[config.mk]
export PLATFORM = sky130hd
export DESIGN_NAME = mul_issue_ctrl
export DESIGN_NICKNAME = d
export VERILOG_FILES = /design/src/rtl/mul_issue_ctrl.sv
export SDC_FILE = /design/constraint.sdc
export NUM_CORES = 1
export LEC_CHECK = 0
export CORE_ASPECT_RATIO = 1.75
export CORE_UTILIZATION = 50
export DETAILED_ROUTE_END_ITERATION = 10
export MAX_ROUTING_LAYER = met4
export PLACE_DENSITY = 0.85
export SLEW_MARGIN = 25
export SYNTH_ARGS = -nofsm -noshare
export SYNTH_HDL_FRONTEND = slang
export SYNTH_SLANG_ARGS = --single-unit
[constraint.sdc]
create_clock -name CLK -period 6.7 [get_ports CLK]
set_input_delay 2.01 -clock CLK [delete_from_list [all_inputs] [get_ports CLK]]
set_output_delay 2.01 -clock CLK [all_outputs]
set_load 0.02 [all_outputs]
[src/rtl/mul_issue_ctrl.sv]
// ---------------------------------------------------------------------------
// mul_issue_ctrl
//
// Issue/collect stage around a fixed-latency, non-stallable registered
// multiplier. Operand pairs are accepted over valid/ready and driven straight
// to the multiplier; a tag pipeline follows each operation through the
// multiplier and the product is captured into a small result FIFO, which is
// presented downstream over valid/ready in issue order. Issue is credit
// based: an operation is only accepted when a FIFO slot is guaranteed for
// it, so nothing is ever dropped while the multiplier cannot stall.
//
// Ports
//   CLK        clock, all state updates on posedge
//   rst_n      synchronous active-low reset (also the multiplier's reset)
//   in_valid   operand pair valid
//   in_ready   credit available, operand pair can be accepted
//   in_a/in_b  multiplicand / multiplier
//   in_tag     user tag returned with the result
//   mul_a/b    operands to the multiplier (zero when not accepting)
//   mul_c      product from the multiplier
//   out_valid  result available (FIFO non-empty)
//   out_ready  downstream accepts result
//   out_c      low 32 bits of the product (zero when !out_valid)
//   out_tag    tag of out_c (zero when !out_valid)
//   busy       any op in flight or any result buffered
// ---------------------------------------------------------------------------
module mul_issue_ctrl #(
    parameter int MUL_LAT = 2,
    parameter int DEPTH   = 4,
    parameter int TAG_W   = 4
) (
    input  logic             CLK,
    input  logic             rst_n,
    input  logic             in_valid,
    output logic             in_ready,
    input  logic [31:0]      in_a,
    input  logic [31:0]      in_b,
    input  logic [TAG_W-1:0] in_tag,
    output logic [31:0]      mul_a,
    output logic [31:0]      mul_b,
    input  logic [31:0]      mul_c,
    output logic             out_valid,
    input  logic             out_ready,
    output logic [31:0]      out_c,
    output logic [TAG_W-1:0] out_tag,
    output logic             busy
);

    localparam int PW = (DEPTH > 1) ? $clog2(DEPTH) : 1;   // pointer width
    localparam int FW = $clog2(DEPTH + 1);                  // fcount width
    localparam int IW = $clog2(MUL_LAT + 1);                // inflight width
    localparam int CW = $clog2(DEPTH + MUL_LAT + 1);        // credit sum width

    logic             accept;
    logic             push;
    logic             pop;

    // Tag pipeline, aligned with the multiplier's internal stages
    logic [MUL_LAT-1:0] vld_reg;
    logic [TAG_W-1:0]   tag_reg [MUL_LAT];

    // Result FIFO
    logic [31:0]      data_mem [DEPTH];
    logic [TAG_W-1:0] tmem     [DEPTH];
    logic [PW-1:0]    wr_ptr_reg, wr_ptr_next;
    logic [PW-1:0]    rd_ptr_reg, rd_ptr_next;
    logic [FW-1:0]    fcount_reg, fcount_next;
    logic [IW-1:0]    inflight;

    assign accept = in_valid & in_ready;
    assign push   = vld_reg[MUL_LAT-1];
    assign pop    = out_valid & out_ready;

    // Zero operands when idle keep the multiplier's inputs deterministic
    assign mul_a = accept ? in_a : 32'h0;
    assign mul_b = accept ? in_b : 32'h0;

    always_ff @(posedge CLK) begin
        if (!rst_n) begin
            vld_reg <= '0;
            for (int i = 0; i < MUL_LAT; i++) begin
                tag_reg[i] <= '0;
            end
        end else begin
            vld_reg[0] <= accept;
            tag_reg[0] <= in_tag;
            for (int i = 1; i < MUL_LAT; i++) begin
                vld_reg[i] <= vld_reg[i-1];
                tag_reg[i] <= tag_reg[i-1];
            end
        end
    end

    always_comb begin
        inflight = '0;
        for (int i = 0; i < MUL_LAT; i++) begin
            inflight = inflight + IW'(vld_reg[i]);
        end
    end

    // Credit check uses registered state only: a pop this cycle frees its
    // slot for the next cycle, never combinationally.
    assign in_ready = (CW'(fcount_reg) + CW'(inflight)) < CW'(DEPTH);

    // Storage is not reset; mul_c is only sampled when the last tag stage
    // marks it valid, so an undriven product never reaches the FIFO.
    always_ff @(posedge CLK) begin
        if (rst_n && push) begin
            data_mem[wr_ptr_reg] <= mul_c;
            tmem[wr_ptr_reg]     <= tag_reg[MUL_LAT-1];
        end
    end

    always_comb begin
        wr_ptr_next = wr_ptr_reg;
        rd_ptr_next = rd_ptr_reg;
        fcount_next = fcount_reg;
        if (push) begin
            wr_ptr_next = wr_ptr_reg + PW'(1);
        end
        if (pop) begin
            rd_ptr_next = rd_ptr_reg + PW'(1);
        end
        case ({push, pop})
            2'b10:   fcount_next = fcount_reg + FW'(1);
            2'b01:   fcount_next = fcount_reg - FW'(1);
            default: fcount_next = fcount_reg;
        endcase
    end

    always_ff @(posedge CLK) begin
        if (!rst_n) begin
            wr_ptr_reg <= '0;
            rd_ptr_reg <= '0;
            fcount_reg <= '0;
        end else begin
            wr_ptr_reg <= wr_ptr_next;
            rd_ptr_reg <= rd_ptr_next;
            fcount_reg <= fcount_next;
        end
    end

    assign out_valid = (fcount_reg != '0);
    assign out_c     = out_valid ? data_mem[rd_ptr_reg] : 32'h0;
    assign out_tag   = out_valid ? tmem[rd_ptr_reg] : '0;
    assign busy      = (inflight != '0) | (fcount_reg != '0);

    // Credit accounting guarantees a slot for every product; a push into a
    // full FIFO is only legal when the head leaves in the same cycle.
    a_no_overflow: assert property (@(posedge CLK) disable iff (!rst_n)
        push |-> ((fcount_reg != FW'(DEPTH)) || pop));

endmodule
== Word-level counts from Yosys, hierarchy flattened ==
Memories as Yosys holds them, arrays and structs flattened. A register that Yosys moved wholly into a read port is not among the register bits.
Index checks and enable logic that the tools add are counted.

* Register bits after elaboration: 9
* Bits in latches: 0
* Bits in writable memories: 152
* ROM bits: 0
* Bits of input ports: 104
* Logic and storage cells: 40
* Memories: 3

* Add/sub/neg operators: 6
* $mul: 0
* Divide/modulo/power cells: 0
* $lt $le $gt $ge: 1
* Eq/ne operators: 2
* Shifts and indexed selects: 0
* Mux-type cells: 15
* Bitwise logic cells: 5
* Reduce and logical (&&, ||, !) cells: 4

{| class="wikitable"
|+ Memories
! name !! depth !! bits a word !! rd ports !! clocked after Yosys merged registers in !! write ports !! RTL line !! RTL
|-
| data_mem || 4 || 32 || 1 || 1 || 1 || 63 || <nowiki>logic [31:0] data_mem [DEPTH];</nowiki>
|-
| tmem || 4 || 4 || 1 || 1 || 1 || 64 || <nowiki>logic [TAG_W-1:0] tmem [DEPTH];</nowiki>
|-
| tag_reg || 2 || 4 || 2 || 0 || 2 || 60 || <nowiki>logic [TAG_W-1:0] tag_reg [MUL_LAT];</nowiki>
|}

{| class="wikitable"
|+ Operators with widths
! operator !! count
|-
| $mux W32 || 3
|-
| $mux W4 || 3
|-
| $mux W2 || 4
|-
| $pmux W3 S2 || 1
|-
| $add A2 B1 Y2 const B || 2
|-
| $mux W1 || 4
|-
| $reduce_bool A2 Y1 || 2
|-
| $add A3 B1 Y3 const B || 1
|-
| $add A3 B2 Y3 || 1
|-
| $lt A3 B3 Y1 const B || 1
|-
| $or A1 B1 Y1 || 3
|-
| $reduce_bool A3 Y1 || 1
|-
| $sub A3 B1 Y3 const B || 1
|-
| $add A1 B1 Y2 || 1
|-
| $and A1 B1 Y1 || 2
|-
| $eq A2 B1 Y1 const B || 1
|-
| $eq A2 B2 Y1 const B || 1
|-
| $logic_and A1 B1 Y1 || 1
|}

== Depth between registers and ports, before layout ==
* Depth after elaboration: 5
* Depth in mapped cells: 9
* Mapped depth without buffers: 8

== Least setup slack after synthesis ==
No wires, ideal clock.

* Kind: in2out
* Start: input port in_valid
* End: output port mul_a[12]
* Arrival: 2.709 ns
* Data required time: 4.690 ns
* Path slack: 1.981 ns
* Stages: 3
* Buffers on the path: 2
* Cell sequence: clkbuf_1 -> clkbuf_1 -> and3_1

* Cells in the longest elaborated chain, start to end: 2

{| class="wikitable"
|+ Ends and longest elaborated chain
! what !! RTL line !! RTL
|-
| start: declaration || 34 || <nowiki>input logic in_valid,</nowiki>
|-
| $and A1 B1 Y1 || 70 || <nowiki>assign accept = in_valid & in_ready;</nowiki>
|-
| $mux W32 || 75 || <nowiki>assign mul_a = accept ? in_a : 32'h0;</nowiki>
|-
| end: declaration || 39 || <nowiki>output logic [31:0] mul_a,</nowiki>
|}

Every way passes these cells.

== Final worst setup path ==
* Start: input port in_valid
* End: output port mul_b[23]

* Cells in the longest elaborated chain, start to end: 2

{| class="wikitable"
|+ Ends and longest elaborated chain
! what !! RTL line !! RTL
|-
| $and A1 B1 Y1 || 70 ||
|-
| $mux W32 || 76 || <nowiki>assign mul_b = accept ? in_b : 32'h0;</nowiki>
|-
| end: declaration || 40 || <nowiki>output logic [31:0] mul_b,</nowiki>
|}

Every way passes these cells.

==> run_summary.xml <==
<?xml version="1.0" encoding="UTF-8"?>
<metrics>
  <group name="final_layout">
    <metric name="highest_count_cells_in_the_layout_ignoring_fill_and_taps" unit="">sky130_fd_sc_hd__clkdlybuf4s50_1 (206), sky130_fd_sc_hd__edfxtp_1 (144), sky130_fd_sc_hd__and3_1 (65)</metric>
    <metric name="fin_util" unit="%">73.3</metric>
    <metric name="largest_register_ffs" unit="">128</metric>
    <metric name="layout.cells.most_common" unit="">sky130_fd_sc_hd__clkdlybuf4s50_1</metric>
    <metric name="seq_area" unit="µm²">4710</metric>
    <metric name="final_net_count" unit="">699</metric>
    <metric name="multi_input_comb_area" unit="µm²">1850</metric>
    <metric name="layout-drive-gt1-share" unit="%">13.5</metric>
    <metric name="final.fill_count" unit="">743</metric>
    <metric name="syn_to_final_growth" unit="%">42.0</metric>
  </group>
  <group name="clocking">
    <metric name="sink_count" unit="">163</metric>
    <metric name="clk_root_buffer_cell" unit="">sky130_fd_sc_hd__clkbuf_16</metric>
    <metric name="numCtsBuffers" unit="">17</metric>
    <metric name="clock_pin_slew_reported_for_the_worst_setup_and_hold_paths_after_clock_tree_synthesis" unit="ns">0.06</metric>
    <metric name="cts_resized" unit="">0</metric>
    <metric name="postCtsHoldBufs" unit="">0</metric>
    <metric name="total_setup_buffers_inserted_after_cts" unit="">0</metric>
    <metric name="clock_tree_buf_depth" unit="">2</metric>
    <metric name="tritoncts_clock_tree" unit="">done</metric>
    <metric name="worstSkewPairLatency" unit="ns">0.42</metric>
    <metric name="clock_tree.htree_level_count" unit="">4</metric>
  </group>
  <group name="detailed_routing">
    <metric name="post-route-drc-count" unit="">0</metric>
    <metric name="drtIter0Drc" unit="">350</metric>
    <metric name="detail_route.wirelength" unit="µm">16800</metric>
    <metric name="antenna_violating_nets_post_route" unit="">0</metric>
    <metric name="drt_first_pass_iters" unit="">5</metric>
    <metric name="detailroute.via_count" unit="">4329</metric>
    <metric name="vias_per_cell" unit="">5.61</metric>
    <metric name="wire_per_inst" unit="µm">21.8</metric>
  </group>
  <group name="global_route">
    <metric name="grt_max_degree" unit="">67</metric>
    <metric name="met1_usage" unit="%">31.2</metric>
    <metric name="grt_pass1_vias" unit="">4508</metric>
    <metric name="global_route_total_overflow" unit="">0</metric>
    <metric name="wire_length_of_the_first_global_routing_pass" unit="µm">24600</metric>
    <metric name="grt_use_total" unit="%">26.3</metric>
    <metric name="gr-usage-met2" unit="%">43.5</metric>
    <metric name="grt_antenna_before_repair" unit="">1</metric>
    <metric name="grtUsageMet3" unit="%">4.67</metric>
    <metric name="grt.busiest_layer" unit="">met2</metric>
  </group>
  <group name="setup_path">
    <metric name="worst_r2r_path_depth" unit="">9</metric>
    <metric name="cpPeakStageDelay" unit="ns">0.90</metric>
    <metric name="timing.critical_path.to_type" unit="">primary output</metric>
    <metric name="timing.critical_path.from_type" unit="">input port</metric>
    <metric name="timing.critical_path.required" unit="ns">4.69</metric>
    <metric name="crit_chain" unit="">clkdlybuf4s50_1, buf_4, and3_1, clkdlybuf4s50_1</metric>
    <metric name="end_of_the_worst_register_to_register_path" unit="">fcount_reg[2]</metric>
    <metric name="category_of_the_critical_setup_timing_path" unit="">input port to primary output</metric>
    <metric name="ff2ff_setup_slack" unit="ns">3.88</metric>
    <metric name="most_numerous_cell_on_the_critical_path" unit="">sky130_fd_sc_hd__clkdlybuf4s50_1</metric>
    <metric name="crit_path_max_fanout" unit="">27</metric>
    <metric name="cp_slowest_cell" unit="">sky130_fd_sc_hd__clkdlybuf4s50_1</metric>
    <metric name="reg2reg_from" unit="">fcount_reg[2]</metric>
    <metric name="cp.arrival" unit="ns">4.04</metric>
    <metric name="worst-path-buf-inv" unit="">3</metric>
    <metric name="path_delay_family" unit="">buffers and inverters</metric>
  </group>
  <group name="logic_synthesis">
    <metric name="adder_and_majority_cell_fraction_of_the_synthesized_area" unit="%">1.79</metric>
    <metric name="muxShareOfSynthArea" unit="%">12.2</metric>
    <metric name="postSynthRegisterBits" unit="">163</metric>
    <metric name="yosysWarningCount" unit="">0</metric>
    <metric name="synth_sequential_area_ratio" unit="%">70.1</metric>
    <metric name="synth_compound_gate_area_share" unit="%">0.690</metric>
    <metric name="syn_area" unit="µm²">6710</metric>
    <metric name="syn_nets" unit="">497</metric>
    <metric name="synth_top_family_by_area" unit="">multiplexers</metric>
    <metric name="share_of_synthesized_cell_area_in_and_or_nand_and_nor_gates" unit="%">11.9</metric>
    <metric name="syn-instance-count" unit="">384</metric>
    <metric name="post_synth_xor_area_fraction" unit="%">0.522</metric>
    <metric name="yosys.cell_types.count" unit="">26</metric>
    <metric name="synthesis.area_per_instance" unit="µm²">17.5</metric>
  </group>
  <group name="sta">
    <metric name="final.setup_skew" unit="ns">0.00643</metric>
    <metric name="min_period" unit="ns">6.05</metric>
    <metric name="share_of_the_clock_period_used_by_the_worst_path_after_layout" unit="%">90.4</metric>
    <metric name="hold_viol" unit="">0</metric>
    <metric name="maxSlewViolCount" unit="">0</metric>
    <metric name="setup_viol_count_final" unit="">0</metric>
    <metric name="rsz_0062_raised_after_global_routing" unit="">no</metric>
    <metric name="tightestPinTransition" unit="ns">0.990</metric>
    <metric name="max_slew_margin_vs_limit" unit="%">34.0</metric>
    <metric name="max_freq" unit="MHz">165</metric>
    <metric name="final.setup.tns" unit="ns">0</metric>
  </group>
  <group name="floorplan">
    <metric name="ioPinCount" unit="">207</metric>
    <metric name="vertical_die_dimension" unit="µm">155</metric>
    <metric name="site_rows" unit="">55</metric>
    <metric name="placeableCoreArea" unit="µm²">13000</metric>
    <metric name="initial_core_util" unit="%">51.6</metric>
    <metric name="die_span_x" unit="µm">89.6</metric>
    <metric name="floorplan.die_area" unit="µm²">13900</metric>
  </group>
  <group name="placed_design">
    <metric name="dp_hpwl" unit="µm">11400</metric>
    <metric name="gp_congestion" unit="">0.913</metric>
    <metric name="port_buffers" unit="">206</metric>
  </group>
  <group name="power_and_ir_drop">
    <metric name="power.leakage" unit="nW">3.35</metric>
    <metric name="max-vdd-ir-drop" unit="mV">0.242</metric>
    <metric name="power.density" unit="nW/µm²">322</metric>
  </group>
  <group name="min_path">
    <metric name="hold_path_depth" unit="">1</metric>
    <metric name="worst_hold_path.endpoint" unit="">tag_reg[0][6]</metric>
    <metric name="hold_path.startpoint" unit="">tag_reg[0][2]</metric>
    <metric name="hold_class" unit="">register to register</metric>
  </group>
  <group name="run">
    <metric name="max_cap_violations" unit="">0</metric>
  </group>
  <group name="status">
    <metric name="status" unit="">finished, final reports clean</metric>
  </group>
</metrics>
-- metal layers --
metal	vias up	wire (µm)
met2	286	8990
met4	0	414
met5	-	0
met1	2131	6150
met3	26	1290
li1	1886	-
-- cells by family (layout without fill, tap and decap cells) --
family | after synthesis | in the layout
flip-flops | 163 | 163
AND/OR/NAND/NOR | 127 | 127
multiplexers | 37 | 37
buffers and inverters | 36 | 251
adder cells (fa/ha/maj) | 9 | 9
AO/OA/AOI/OAI | 8 | 8
XOR/XNOR | 4 | 4
other | 0 | 1
-- power breakdown --
part / internal (mW) / total (mW) / switching, mW / leakage [nW]
logic: 0.472 / 0.932 / 0.460 / 1.60
registers: 1.13 / 1.17 / 0.0459 / 1.46
clock network: 0.563 / 0.968 / 0.405 / 0.297
total: 2.16 / 3.07 / 0.911 / 3.35
-- worst max-delay path by stage --
stage	start	to	depth (start not counted)
after floorplan	in_valid	mul_a[12]	3
after global routing	in_valid	mul_b[23]	4
after CTS	in_valid	mul_b[23]	4
after global placement	in_valid	mul_a[20]	4
final	in_valid	mul_b[23]	4
after detailed placement	in_valid	mul_b[23]	4
-- synth_stat cells --
library cell	count	area share (%)
sky130_fd_sc_hd__fa_1	1	0.30
sky130_fd_sc_hd__or3_1	2	0.19
sky130_fd_sc_hd__buf_2	4	0.30
sky130_fd_sc_hd__mux4_2	36	12
sky130_fd_sc_hd__and2b_1	3	0.34
sky130_fd_sc_hd__clkbuf_2	1	0.074
sky130_fd_sc_hd__edfxtp_1	144	64
sky130_fd_sc_hd__and3_1	69	6.4
sky130_fd_sc_hd__a21boi_1	1	0.11
sky130_fd_sc_hd__a31oi_1	1	0.093
sky130_fd_sc_hd__buf_6	4	0.67
sky130_fd_sc_hd__nor3_2	1	0.15
sky130_fd_sc_hd__a21boi_0	1	0.11
sky130_fd_sc_hd__clkbuf_1	14	0.78
sky130_fd_sc_hd__inv_1	8	0.45
sky130_fd_sc_hd__xnor2_1	1	0.13
sky130_fd_sc_hd__nor2b_1	35	3.3
sky130_fd_sc_hd__or4bb_1	1	0.17
sky130_fd_sc_hd__o21ai_0	5	0.37
sky130_fd_sc_hd__dfxtp_1	19	5.7
sky130_fd_sc_hd__nand2_1	4	0.22
sky130_fd_sc_hd__and2_1	12	1.1
sky130_fd_sc_hd__mux2i_1	1	0.15
sky130_fd_sc_hd__ha_1	8	1.5
sky130_fd_sc_hd__xor2_1	3	0.39
sky130_fd_sc_hd__buf_4	5	0.56
-- worst reg2reg max path: cells and delay by family, from the launching register on --
| family | cells | cell delay, ns |
|---|---|---|
| and+or+nand+nor | 3 | 1.12 |
| buffers and inverters | 2 | 0.51 |
| adders and majority gates | 2 | 0.42 |
| DFF | 1 | 0.41 |
| AOI/OAI and AO/OA | 1 | 0.20 |
| xor gates and xnor gates | 1 | 0.07 |
-- layout make-up --
| type | count | area share, % |
|---|---|---|
| multi-input cells | 185 | 19.4 |
| inverters | 8 | 0.315 |
| flip-flops and latches | 163 | 49.4 |
| diodes | 1 | 0.0262 |
| clock buffers | 21 | 5.39 |
| clock inverters | 11 | 1.04 |
| well taps | 171 | 2.24 |
| repair buffers | 211 | 22.2 |
-- through the flow --
step                      setup slack, ns  hold slack [ns]  total power [mW]  cell area (µm²)  instances
final                               0.646            0.436              3.07             9540        771
after global routing                0.509            0.453              3.19             9540        771
after CTS                           0.680            0.436              3.08             9510        769
after detailed placement            0.672            0.421              2.12             8890        737
after global placement              0.790            0.419              2.10             8890        737
after floorplan                      1.98            0.412              1.71             6710        384
No activity file was read; power rests on OpenSTA's default activity.
